## config.mk

```make
export PLATFORM = sky130hd
export DESIGN_NAME = controle_soma16
export DESIGN_NICKNAME = d
export VERILOG_FILES = /design/src/rtl/controle_soma16_pkg.sv /design/src/rtl/controle_soma16_soma4_cin.sv /design/src/rtl/controle_soma16.sv
export SDC_FILE = /design/constraint.sdc
export NUM_CORES = 1
export LEC_CHECK = 0
export ABC_AREA = 1
export CORE_UTILIZATION = 35
export DETAILED_ROUTE_END_ITERATION = 12
export PLACE_DENSITY = 0.66
export SLEW_MARGIN = 40
export SYNTH_ARGS = -nofsm -noshare
export SYNTH_HDL_FRONTEND = slang
export SYNTH_SLANG_ARGS = --single-unit
```

## constraint.sdc

```tcl
create_clock -name clk -period 9.2 [get_ports clk]
set_input_delay 1.84 -clock clk [delete_from_list [all_inputs] [get_ports clk]]
set_output_delay 1.84 -clock clk [all_outputs]
set_load 0.03 [all_outputs]
```

## src/rtl/controle_soma16_pkg.sv

```systemverilog
// Shared constants for the nibble-serial add/subtract controller.
package controle_soma16_pkg;

    localparam int NIB_W = 4;

    typedef enum logic [1:0] {
        OCIOSO = 2'd0,
        SOMA   = 2'd1,
        FIM    = 2'd2
    } state_t;

endpackage

```

## src/rtl/controle_soma16_soma4_cin.sv

```systemverilog
// 4-bit ripple-carry adder built from four full adders; c_in feeds bit 0.
module soma4_cin
    import controle_soma16_pkg::*;
(
    input  logic [NIB_W-1:0] a,
    input  logic [NIB_W-1:0] b,
    input  logic             c_in,
    output logic [NIB_W-1:0] out,
    output logic             c_out
);

    logic [NIB_W:0] c;

    assign c[0] = c_in;

    for (genvar i = 0; i < NIB_W; i++) begin : g_fa
        assign out[i]  = a[i] ^ b[i] ^ c[i];
        assign c[i+1]  = (a[i] & b[i]) | (c[i] & (a[i] ^ b[i]));
    end

    assign c_out = c[NIB_W];

endmodule

```

## src/rtl/controle_soma16.sv

```systemverilog
// Sequences one 4-bit adder slice over N_NIB nibbles, LSB first, to add or
// subtract W-bit operands. Handshake: start is taken only when idle (busy=0,
// done=0); done pulses one cycle when result/carry_out/overflow are final.
module controle_soma16
    import controle_soma16_pkg::*;
#(
    parameter int N_NIB = 4
) (
    input  logic                   clk,
    input  logic                   rst,
    input  logic                   start,
    input  logic                   sub,
    input  logic [NIB_W*N_NIB-1:0] a,
    input  logic [NIB_W*N_NIB-1:0] b,
    output logic                   busy,
    output logic                   done,
    output logic [NIB_W*N_NIB-1:0] result,
    output logic                   carry_out,
    output logic                   overflow
);

    localparam int W     = NIB_W * N_NIB;
    localparam int IDX_W = (N_NIB > 1) ? $clog2(N_NIB) : 1;
    localparam logic [IDX_W-1:0] LAST_IDX = IDX_W'(N_NIB - 1);

    state_t             state;
    logic [W-1:0]       ra;
    logic [W-1:0]       rb;
    logic               c;
    logic [IDX_W-1:0]   idx;

    logic [NIB_W-1:0]   nib_a;
    logic [NIB_W-1:0]   nib_b;
    logic [NIB_W-1:0]   s;
    logic               cn;

    assign nib_a = ra[int'(idx)*NIB_W +: NIB_W];
    assign nib_b = rb[int'(idx)*NIB_W +: NIB_W];

    soma4_cin u_slice (
        .a     (nib_a),
        .b     (nib_b),
        .c_in  (c),
        .out   (s),
        .c_out (cn)
    );

    always_ff @(posedge clk or posedge rst) begin
        if (rst) begin
            state     <= OCIOSO;
            ra        <= '0;
            rb        <= '0;
            c         <= 1'b0;
            idx       <= '0;
            busy      <= 1'b0;
            done      <= 1'b0;
            result    <= '0;
            carry_out <= 1'b0;
            overflow  <= 1'b0;
        end else begin
            case (state)
                OCIOSO: begin
                    if (start) begin
                        // Subtraction is A + ~B + 1: invert B now, seed carry with sub.
                        ra        <= a;
                        rb        <= sub ? ~b : b;
                        c         <= sub;
                        idx       <= '0;
                        result    <= '0;
                        carry_out <= 1'b0;
                        overflow  <= 1'b0;
                        busy      <= 1'b1;
                        state     <= SOMA;
                    end
                end
                SOMA: begin
                    result[int'(idx)*NIB_W +: NIB_W] <= s;
                    c <= cn;
                    if (idx == LAST_IDX) begin
                        idx       <= '0;
                        carry_out <= cn;
                        overflow  <= (ra[W-1] == rb[W-1]) && (s[NIB_W-1] != ra[W-1]);
                        busy      <= 1'b0;
                        done      <= 1'b1;
                        state     <= FIM;
                    end else begin
                        idx <= idx + 1'b1;
                    end
                end
                FIM: begin
                    done  <= 1'b0;
                    state <= OCIOSO;
                end
                default: begin
                    busy  <= 1'b0;
                    done  <= 1'b0;
                    state <= OCIOSO;
                end
            endcase
        end
    end

endmodule
```

==> flow_summary.yaml, run 1 <==
grt:
  grt_max_degree: 62
  grt_pass1_wl_mm: 10.14
  grt_use_total_pct: 15.66
  antenna_found_initial: 0
  first_global_vias: 2159
  grt.overflow.total: 0
cts:
  clkLatencyLatePin_ns: 0.34
  postCtsHoldBufs: 0
  root_buffer: "clkbuf_8"
  cts_tree: "built"
  cts.path.max_buffers: 2
  cts_setup_buffers: 0
  cts-resized-gates: 0
  cts_buffers: 9
  h-tree-depth: 3
  cts.clk_slew.worst_paths_ns: 0.06
  numClockSinks: 57
yosys:
  netlist_top_cells_area: "dfrtp_1 (51%), nand2_1 (18%), o21ai_0 (5.2%)"
  synth_top_area_cell: "dfrtp_1"
  ys_async_sr_fraction_pct: 100.0
  yosysUniqueCellTypes: 23
  synth-simple-area-share_pct: 25.82
  synthTopCellsByCount: "nand2_1 (132), dfrtp_1 (57), o21ai_0 (29)"
  synth_fa_ha_area_share_pct: 4.653
  synth_compound_gate_area_share_pct: 7.472
  synth_xor_area_share_pct: 5.011
  yosysWarnings: 0
  synth_top_family_by_area: "simple AND/OR/NAND/NOR gates"
  syn_nets: 381
  synth_seq_cells: 57
  ys.flop_type: "dfrtp_1"
  synth_area_per_cell_um2: 8.298
  syn_inst: 337
  synth_mux_area_share_pct: 0
  yosysTopAreaCellShare_pct: 51.01
  yosysMostFrequentCell: "nand2_1"
  synth_edf_count: 0
  synthesis.area_um2: 2796
  yosysSeqAreaShare_pct: 51.01
sta:
  finalClockSkew_ns: 0.004795
  fin_crit_ns: 3.490
  rsz0062_at_grt: "no"
  report.final.hold_viol_count: 0
  min_period_over_period_pct: 37.93
  setup_viol: 0
  relSlewSlack_pct: 53.74
  fmax_mhz: 286.6
  tns_ns: 0
  drv_slew: 0
  tightest_slew_ns: 0.6939
  setup_slack_ns: 5.710
setup_path:
  path_max_fanout: 29
  worstPathRequired_ns: 9.48
  setup.worst_path.class: "reg -> reg"
  critPathCaptureType: "register"
  cp_slowest_stage_delay_ns: 0.63
  path_cells: "inv_2 > nand2_1 > nand3_1 > nand2_1 > fa_1 > inv_1 > fa_1 > inv_1 > fa_1 > inv_1 > fa_1 > inv_1 > nand2_1 > a21oi_1 > nand3_1 > nand2_1"
  cpMaxStageDelayCell: "dfrtp_1"
  cp-start-kind: "register"
  arrival_ns: 3.77
finish:
  drive_above_1_share_pct: 6.122
  layout.cells.non_filler: 494
  finalNetCount: 432
  nFillCells: 772
  fin_util_pct: 46.78
  n_antenna_cell: 0
  area_delta_synth_final_pct: 29.26
worst_hold_path:
  hold_path.class: "reg -> reg"
pwr:
  p_int_w: 0.0007314
  switching_power_w: 0.0005582
  switching_share_pct: 43.29
  ir_drop_mv: 0.1368
  power_w: 0.001290
  p_comb_share_pct: 47.5
  p_leak_nw: 1.769
  p_per_area_nw_per_um2: 356.8
  p_clk_share_pct: 19.3
  p_seq_share_pct: 33.3
floorplan:
  fp.dieH_um: 91.39
  core_area_um2: 7727
  rows: 32
  die-area_um2: 8351
  floorplan.initialDensity_pct: 36.19
  ios: 56
  die_w_um: 91.39
placement:
  io_buffer_count: 55
  placedCellCount: 479
  dp_hpwl_mm: 4.057
  pre_cts_slack_ns: 5.569
  routabilityCongestion: 0.7896
route:
  totalWireLength_mm: 5.916
  dr_wl_met3_um: 233
  met2_length_mm: 2.772
  wire_per_inst_um: 11.98
  drt_iter0_drc: 103
  wirelength_met1_mm: 2.785
  num_vias: 2302
  viasPerCell: 4.660
  top_layer: "met4"
  ant_nets: 0
  drc_errors: 0
  first_pass_iters: 4
job:
  max_cap_viol_count: 0
outcome:
  status: "complete, no violations"
## routing by layer
metal	vias to the layer above	GRT usage, %
met3	10	4.104
met5	-	0
li1	1162	-
met1	1079	20.01
met4	0	7.937
met2	51	24.44
## cells by family after synthesis
kind of cell | after synthesis
AOI/OAI and AO/OA | 40
xor gates and xnor gates | 16
adders and majority gates | 8
buffers and inverters | 39
DFF | 57
and+or+nand+nor | 177
## layout make-up
cell class / instances / area, um^2 / area share (%)
timing repair buffer: 55 / 545.5 / 15.09
inverter: 24 / 92.59 / 2.561
sequential: 57 / 1426 / 39.46
clock inverter: 2 / 35.03 / 0.9692
multi-input combinational: 241 / 1209 / 33.44
tap: 102 / 127.6 / 3.531
clock buffer: 13 / 178.9 / 4.950
## cells in the final DEF, fill, tap and decap left out, drive strengths merged
cell type	instances
nor3	1
bufinv	1
o21ai	32
xnor2	16
ha	4
fa	4
a21oi	3
clkdlybuf4s50	54
buf	1
nand2	132
dfrtp	57
inv	24
o211ai	1
clkbuf	13
nand4	3
nand3	27
nor2	14
o22ai	3
clkinv	1
o21bai	1
## worst max-delay path: cells and delay by family (launching register included)
kind | cells | cell delay, ns
and+or+nand+nor | 6 | 0.47
buffers and inverters | 5 | 0.80
AOI/OAI and AO/OA | 1 | 0.13
adders and majority gates | 4 | 1.39
DFF | 1 | 0.63
## metrics by stage
| stage | hold slack, ns | cell area [um^2] |
|---|---|---|
| 2_1_floorplan | 0.4436 | 2796 |
| 3_3_place_gp | 0.4553 | 3396 |
| 3_5_place_dp | 0.4609 | 3401 |
| 4_1_cts | 0.4757 | 3615 |
| 5_1_grt | 0.4964 | 3615 |
| 6_report | 0.4709 | 3615 |
## flip-flops by register name (all words and copies together), names as in the netlist
| name | count |
|---|---|
| busy | 1 |
| c | 1 |
| carry_out | 1 |
| done | 1 |
| idx | 2 |
| overflow | 1 |
| ra | 16 |
| rb | 16 |
| result | 16 |
| state | 2 |
## power by group through the flow
stage	Clock, W	Sequential (W)	Combinational (W)
after global routing	0.000265	0.000444	0.000711
after floorplan	0	0.000455	0.000409
after detailed placement	0	0.000433	0.000615
final	0.000248	0.000429	0.000612
after global placement	0	0.000431	0.000599
after CTS	0.000254	0.000429	0.000616
## worst paths after layout
| check | slack (ns) | start | to | cells after the start |
|---|---|---|---|---|
| max reg2reg | 5.71 | idx[0] | overflow | 16 |
| min | 0.47 | result[13] | result[13] | 2 |
| min in group asynchronous | 1.97 | rst | done | 2 |
| max in group asynchronous | 6.77 | rst | rb[14] | 2 |
| min reg2reg | 0.47 | result[13] | result[13] | 2 |
| max | 5.71 | idx[0] | overflow | 16 |
Note: power is estimated with default switching activity, not from simulation.
==> inputs of run 2 (changes only) <==
==> constraint.sdc (replaced) <==
create_clock -name clk -period 3.5 [get_ports clk]
set_input_delay 0.7 -clock clk [delete_from_list [all_inputs] [get_ports clk]]
set_output_delay 0.7 -clock clk [all_outputs]
set_load 0.03 [all_outputs]
==> run 2 against run 1 <==
Net effect: sequential power rose to 2.6 times the previous value; fmax is 17% higher; first-iteration DRC count fell by 26%; register-to-register slack got worse by 5.2 ns; global-route usage up 0.51 points; clock power is 110% higher; die area unchanged; critical endpoint unchanged; combinational power rose to 2.7 times the previous value; critical path type unchanged; design area is 0.35% lower; via count increased by 0.43%; final cell count increased by 1.2%; critical path depth is 1 lower.
==> flow_summary.yaml, run 2 (synthesis results as in run 1) <==
route:
  totalWireLength_mm: 5.945
  drc_errors: 0
  wire_per_inst_um: 11.89
  viasPerCell: 4.624
  num_vias: 2312
  drt_iter0_drc: 76
  ant_nets: 0
  first_pass_iters: 4
sta:
  report.final.hold_viol_count: 0
  tns_ns: 0
  fmax_mhz: 335.5
  min_period_over_period_pct: 85.16
  drv_slew: 0
  finalClockSkew_ns: 0.005286
  fin_crit_ns: 2.981
  setup_viol: 0
  rsz0062_at_grt: "no"
  tightest_slew_ns: 0.7000
  relSlewSlack_pct: 53.33
cts:
  cts_setup_buffers: 0
  numClockSinks: 57
  postCtsHoldBufs: 0
  cts-resized-gates: 0
  cts.path.max_buffers: 2
  cts_buffers: 9
  clkLatencyLatePin_ns: 0.34
  cts_tree: "built"
  h-tree-depth: 3
  cts.clk_slew.worst_paths_ns: 0.06
  root_buffer: "clkbuf_8"
setup_path:
  r2r_start: "idx[1]"
  arrival_ns: 3.26
  path_max_fanout: 13
  r2r_cells: 15
  setup.worst_path.class: "reg -> reg"
  cp-start-kind: "register"
  critPathCaptureType: "register"
  worstPathRequired_ns: 3.78
  r2r_slack_ns: 0.52
  r2r-end: "overflow"
worst_hold_path:
  min_to: "result[13]"
  hold_path.class: "reg -> reg"
  min_from: "result[13]"
  worstHoldPathCells: 2
finish:
  design_area_um2: 3602
  mostFrequentLayoutCells: "nand2_1 (132), dfrtp_1 (57), clkdlybuf4s50_1 (54)"
  n_antenna_cell: 0
  finalNetCount: 437
  fin_util_pct: 46.62
  final_common_cell: "nand2_1"
  area_delta_synth_final_pct: 28.81
  drive_above_1_share_pct: 7.035
  reg_top3: "ra (16), rb (16), result (16)"
grt:
  grt_pass1_wl_mm: 10.49
  grt_max_degree: 58
  first_global_vias: 2253
  grt_use_total_pct: 16.18
  antenna_found_initial: 0
  grt.overflow.total: 0
placement:
  routabilityCongestion: 0.8458
  dp_hpwl_mm: 4.416
  placed_area_um2: 3428
  io_buffer_count: 55
floorplan:
  floorplan.initialDensity_pct: 36.19
  rows: 32
  fp.dieH_um: 91.39
  die-area_um2: 8351
  core_area_um2: 7727
  ios: 56
  die_w_um: 91.39
pwr:
  p_per_area_nw_per_um2: 915.8
  p_int_w: 0.001836
  ir_drop_mv: 0.3623
  p_seq_share_pct: 33.8
  p_clk_share_pct: 16.1
  switching_share_pct: 44.35
  p_leak_nw: 1.773
  p_comb_share_pct: 50.0
  power_w: 0.003299
  switching_power_w: 0.001463
job:
  max_cap_viol_count: 0
outcome:
  status: "complete, no violations"
==> run 2: stage by stage <==
step,cells,hold WS (ns),worst slack (ns)
finish,500,0.4671,0.5194
global route,500,0.5010,0.2794
CTS,500,0.4759,0.5276
detailed placement,484,0.4598,0.5446
global placement,484,0.4563,0.6687
floorplan,337,0.4436,0.5926
==> run 2: cell type report <==
cell class	count	area [um^2]
Inverter	24	90.09
Multi-Input combinational cell	241	1201
Clock inverter	3	15.01
Clock buffer	13	158.9
Fill cell	799	4125
Timing Repair Buffer	60	583.1
Sequential cell	57	1426
Tap cell	102	127.6
==> run 2: how the worst max path moves through the flow <==
stage,from,endpoint,slack [ns]
global route,idx[1],overflow,0.28
floorplan,idx[0],overflow,0.59
finish,idx[1],overflow,0.52
detailed placement,idx[1],overflow,0.54
global placement,idx[1],overflow,0.67
CTS,idx[1],overflow,0.53
==> run 2: routing by layer <==
metal	GRT usage, %	vias to the layer above	wire (um)
met5	0	-	0
met4	5.556	0	97
met3	5.025	9	256
met2	25.69	48	2889
met1	20.84	1082	2701
li1	-	1173	-
==> run 2: power by group through the flow <==
stage               Combinational [W]  Clock (W)  Sequential (W)
finish                        0.00165   0.000532         0.00112
global route                  0.00188   0.000584         0.00115
CTS                           0.00166   0.000549         0.00112
detailed placement            0.00166          0         0.00112
global placement              0.00161          0         0.00112
floorplan                     0.00107          0         0.00120
==> run 2: worst max-delay path, stage by stage, from the launching register on <==
cell	delay (ns)
dfrtp_1	0.49
inv_1	0.25
nand3_1	0.14
nand2_1	0.08
fa_1	0.38
inv_1	0.08
fa_1	0.18
inv_1	0.05
fa_1	0.35
inv_1	0.08
fa_1	0.44
inv_1	0.09
nand2_1	0.05
a21oi_1	0.12
nand3_1	0.08
nand2_1	0.05
==> inputs of run 3 (changes only) <==
--- a/config.mk
+++ b/config.mk
@@ -6,9 +6,11 @@
 export NUM_CORES = 1
 export LEC_CHECK = 0
 export ABC_AREA = 1
-export CORE_UTILIZATION = 35
+export CELL_PAD_IN_SITES_DETAIL_PLACEMENT = 1
+export CELL_PAD_IN_SITES_GLOBAL_PLACEMENT = 2
+export CORE_UTILIZATION = 30
 export DETAILED_ROUTE_END_ITERATION = 12
-export PLACE_DENSITY = 0.66
+export PLACE_DENSITY = 0.87
 export SLEW_MARGIN = 40
 export SYNTH_ARGS = -nofsm -noshare
 export SYNTH_HDL_FRONTEND = slang
==> run 3 against run 2 <==
Net effect: the flow now finishes with violations (DRC); total power rose by 3.3%; count of clock-buffer cells in the layout grew 1; via count up 0.43%; clock power is 12% higher; critical path depth did not move; non-clock buffer count decreased by 1; global-route usage decreased by 0.45 points; clock skew is 0.0052 ns higher.
==> flow_summary.yaml, run 3 (synthesis results as in run 1) <==
cts:
  cts-resized-gates: 0
  numClockSinks: 57
  h-tree-depth: 3
  postCtsHoldBufs: 0
  clkLatencyLatePin_ns: 0.34
  root_buffer: "clkbuf_8"
  cts_setup_buffers: 0
  cts.path.max_buffers: 2
  cts.clk_slew.worst_paths_ns: 0.06
  cts_tree: "built"
  cts_buffers: 9
finish:
  n_antenna_cell: 0
  design_area_um2: 3633
  mostFrequentLayoutCells: "nand2_1 (132), dfrtp_1 (57), clkdlybuf4s50_1 (54)"
  reg_top3: "ra (16), rb (16), result (16)"
  area_delta_synth_final_pct: 29.93
  finalNetCount: 436
  drive_above_1_share_pct: 7.053
  layout.cells.non_filler: 505
  final_common_cell: "nand2_1"
placement:
  placed_area_um2: 3441
  pre_cts_slack_ns: 0.4644
  io_buffer_count: 55
  placedCellCount: 489
  routabilityCongestion: 0.8489
  dp_hpwl_mm: 5.097
route:
  drt_iter0_drc: 77
  totalWireLength_mm: 6.948
  ant_nets: 0
  wire_per_inst_um: 13.76
  viasPerCell: 4.598
  first_pass_iters: 10
  drc_errors: 4
  num_vias: 2322
floorplan:
  rows: 34
  ios: 56
  floorplan.initialDensity_pct: 31.45
  die-area_um2: 9711
  fp.dieH_um: 98.55
  die_w_um: 98.55
  core_area_um2: 8891
pwr:
  p_per_area_nw_per_um2: 937.5
  ir_drop_mv: 0.2339
  p_leak_nw: 1.783
outcome:
  status: "finished, violations left"
  violations: "DRC"
setup_path:
  r2r_start: "idx[1]"
  arrival_ns: 3.29
  worstSetupStartpoint: "idx[1]"
  cp_slowest_stage_delay_ns: 0.49
  worstPathRequired_ns: 3.78
  cpMostUsedCell: "inv_1"
  cp-start-kind: "register"
  critPathCaptureType: "register"
  cpMaxStageDelayCell: "dfrtp_1"
  setup.worst_path.class: "reg -> reg"
  path_cells: "inv_1 > nand3_1 > nand2_1 > fa_1 > inv_1 > fa_1 > inv_1 > fa_1 > inv_1 > fa_1 > inv_1 > nand2_1 > a21oi_1 > nand3_1 > nand2_1"
  path_max_fanout: 13
sta:
  fin_crit_ns: 3.012
  min_period_over_period_pct: 86.06
  setup_viol: 0
  relSlewSlack_pct: 60.75
  tightest_slew_ns: 0.5881
  rsz0062_at_grt: "no"
  finalClockSkew_ns: 0.01051
  tns_ns: 0
  setup_slack_ns: 0.4878
  fmax_mhz: 332.0
  report.final.hold_viol_count: 0
  drv_slew: 0
  hold_ws_ns: 0.4850
job:
  max_cap_viol_count: 0
worst_hold_path:
  min_from: "done"
  hold_path.class: "reg -> reg"
grt:
  first_global_vias: 2477
  grt_pass1_wl_mm: 11.90
  antenna_found_initial: 0
  grt.overflow.total: 0
  grt_max_degree: 58
  grt_use_total_pct: 15.73
## run 3: cell count changes in the layout (fill, tap and decap cells not counted)
cell	previous run	this run
clkinv_2	3	2
clkbuf_8	11	13
buf_4	5	3
clkbuf_1	2	1
buf_12	0	1
## run 3: final timing paths
kind                             end  slack, ns  cells after the start
setup / recovery            overflow       0.49                     15
hold / removal                  done       0.49                      2
setup reg to reg            overflow       0.49                     15
hold reg to reg                 done       0.49                      2
max in group asynchronous     idx[1]       2.50                      3
min in group asynchronous  carry_out       0.74                      3
## run 3: per-stage QoR
step,power [W],utilization [%]
5_1_grt,0.003737,40.87
3_3_place_gp,0.002794,38.76
2_1_floorplan,0.002271,-
4_1_cts,0.003463,40.87
3_5_place_dp,0.002855,38.70
6_report,0.003406,40.87
## run 3: routing by layer
layer / GRT usage [%] / part of all wire, %
met2: 26.60 / 47
met3: 3.121 / 3.9
met1: 19.42 / 47
met4: 7.233 / 1.8
met5: 0 / 0
## run 3: worst max-delay path, delay by kind of cell (launching register included)
family                     cells  cell delay [ns]
and+or+nand+nor                5             0.43
buffers and inverters          5             0.56
adders and majority gates      4             1.34
AOI/OAI and AO/OA              1             0.13
DFF                            1             0.49
## run 3: final cells by class
type                       instances  area [um^2]
inverter                          24        90.09
clock inverter                     2        10.01
fill                            1070         5258
timing repair buffer              59        588.1
multi-input combinational        241         1201
tap                              108        135.1
sequential                        57         1426
clock buffer                      14        182.7
## run 3: power breakdown
group | leakage, nW | internal [W] | switching, W
Sequential | 0.731 | 0.000932 | 0.000169
Combinational | 0.949 | 0.000609 | 0.00110
Clock | 0.102 | 0.000332 | 0.000262
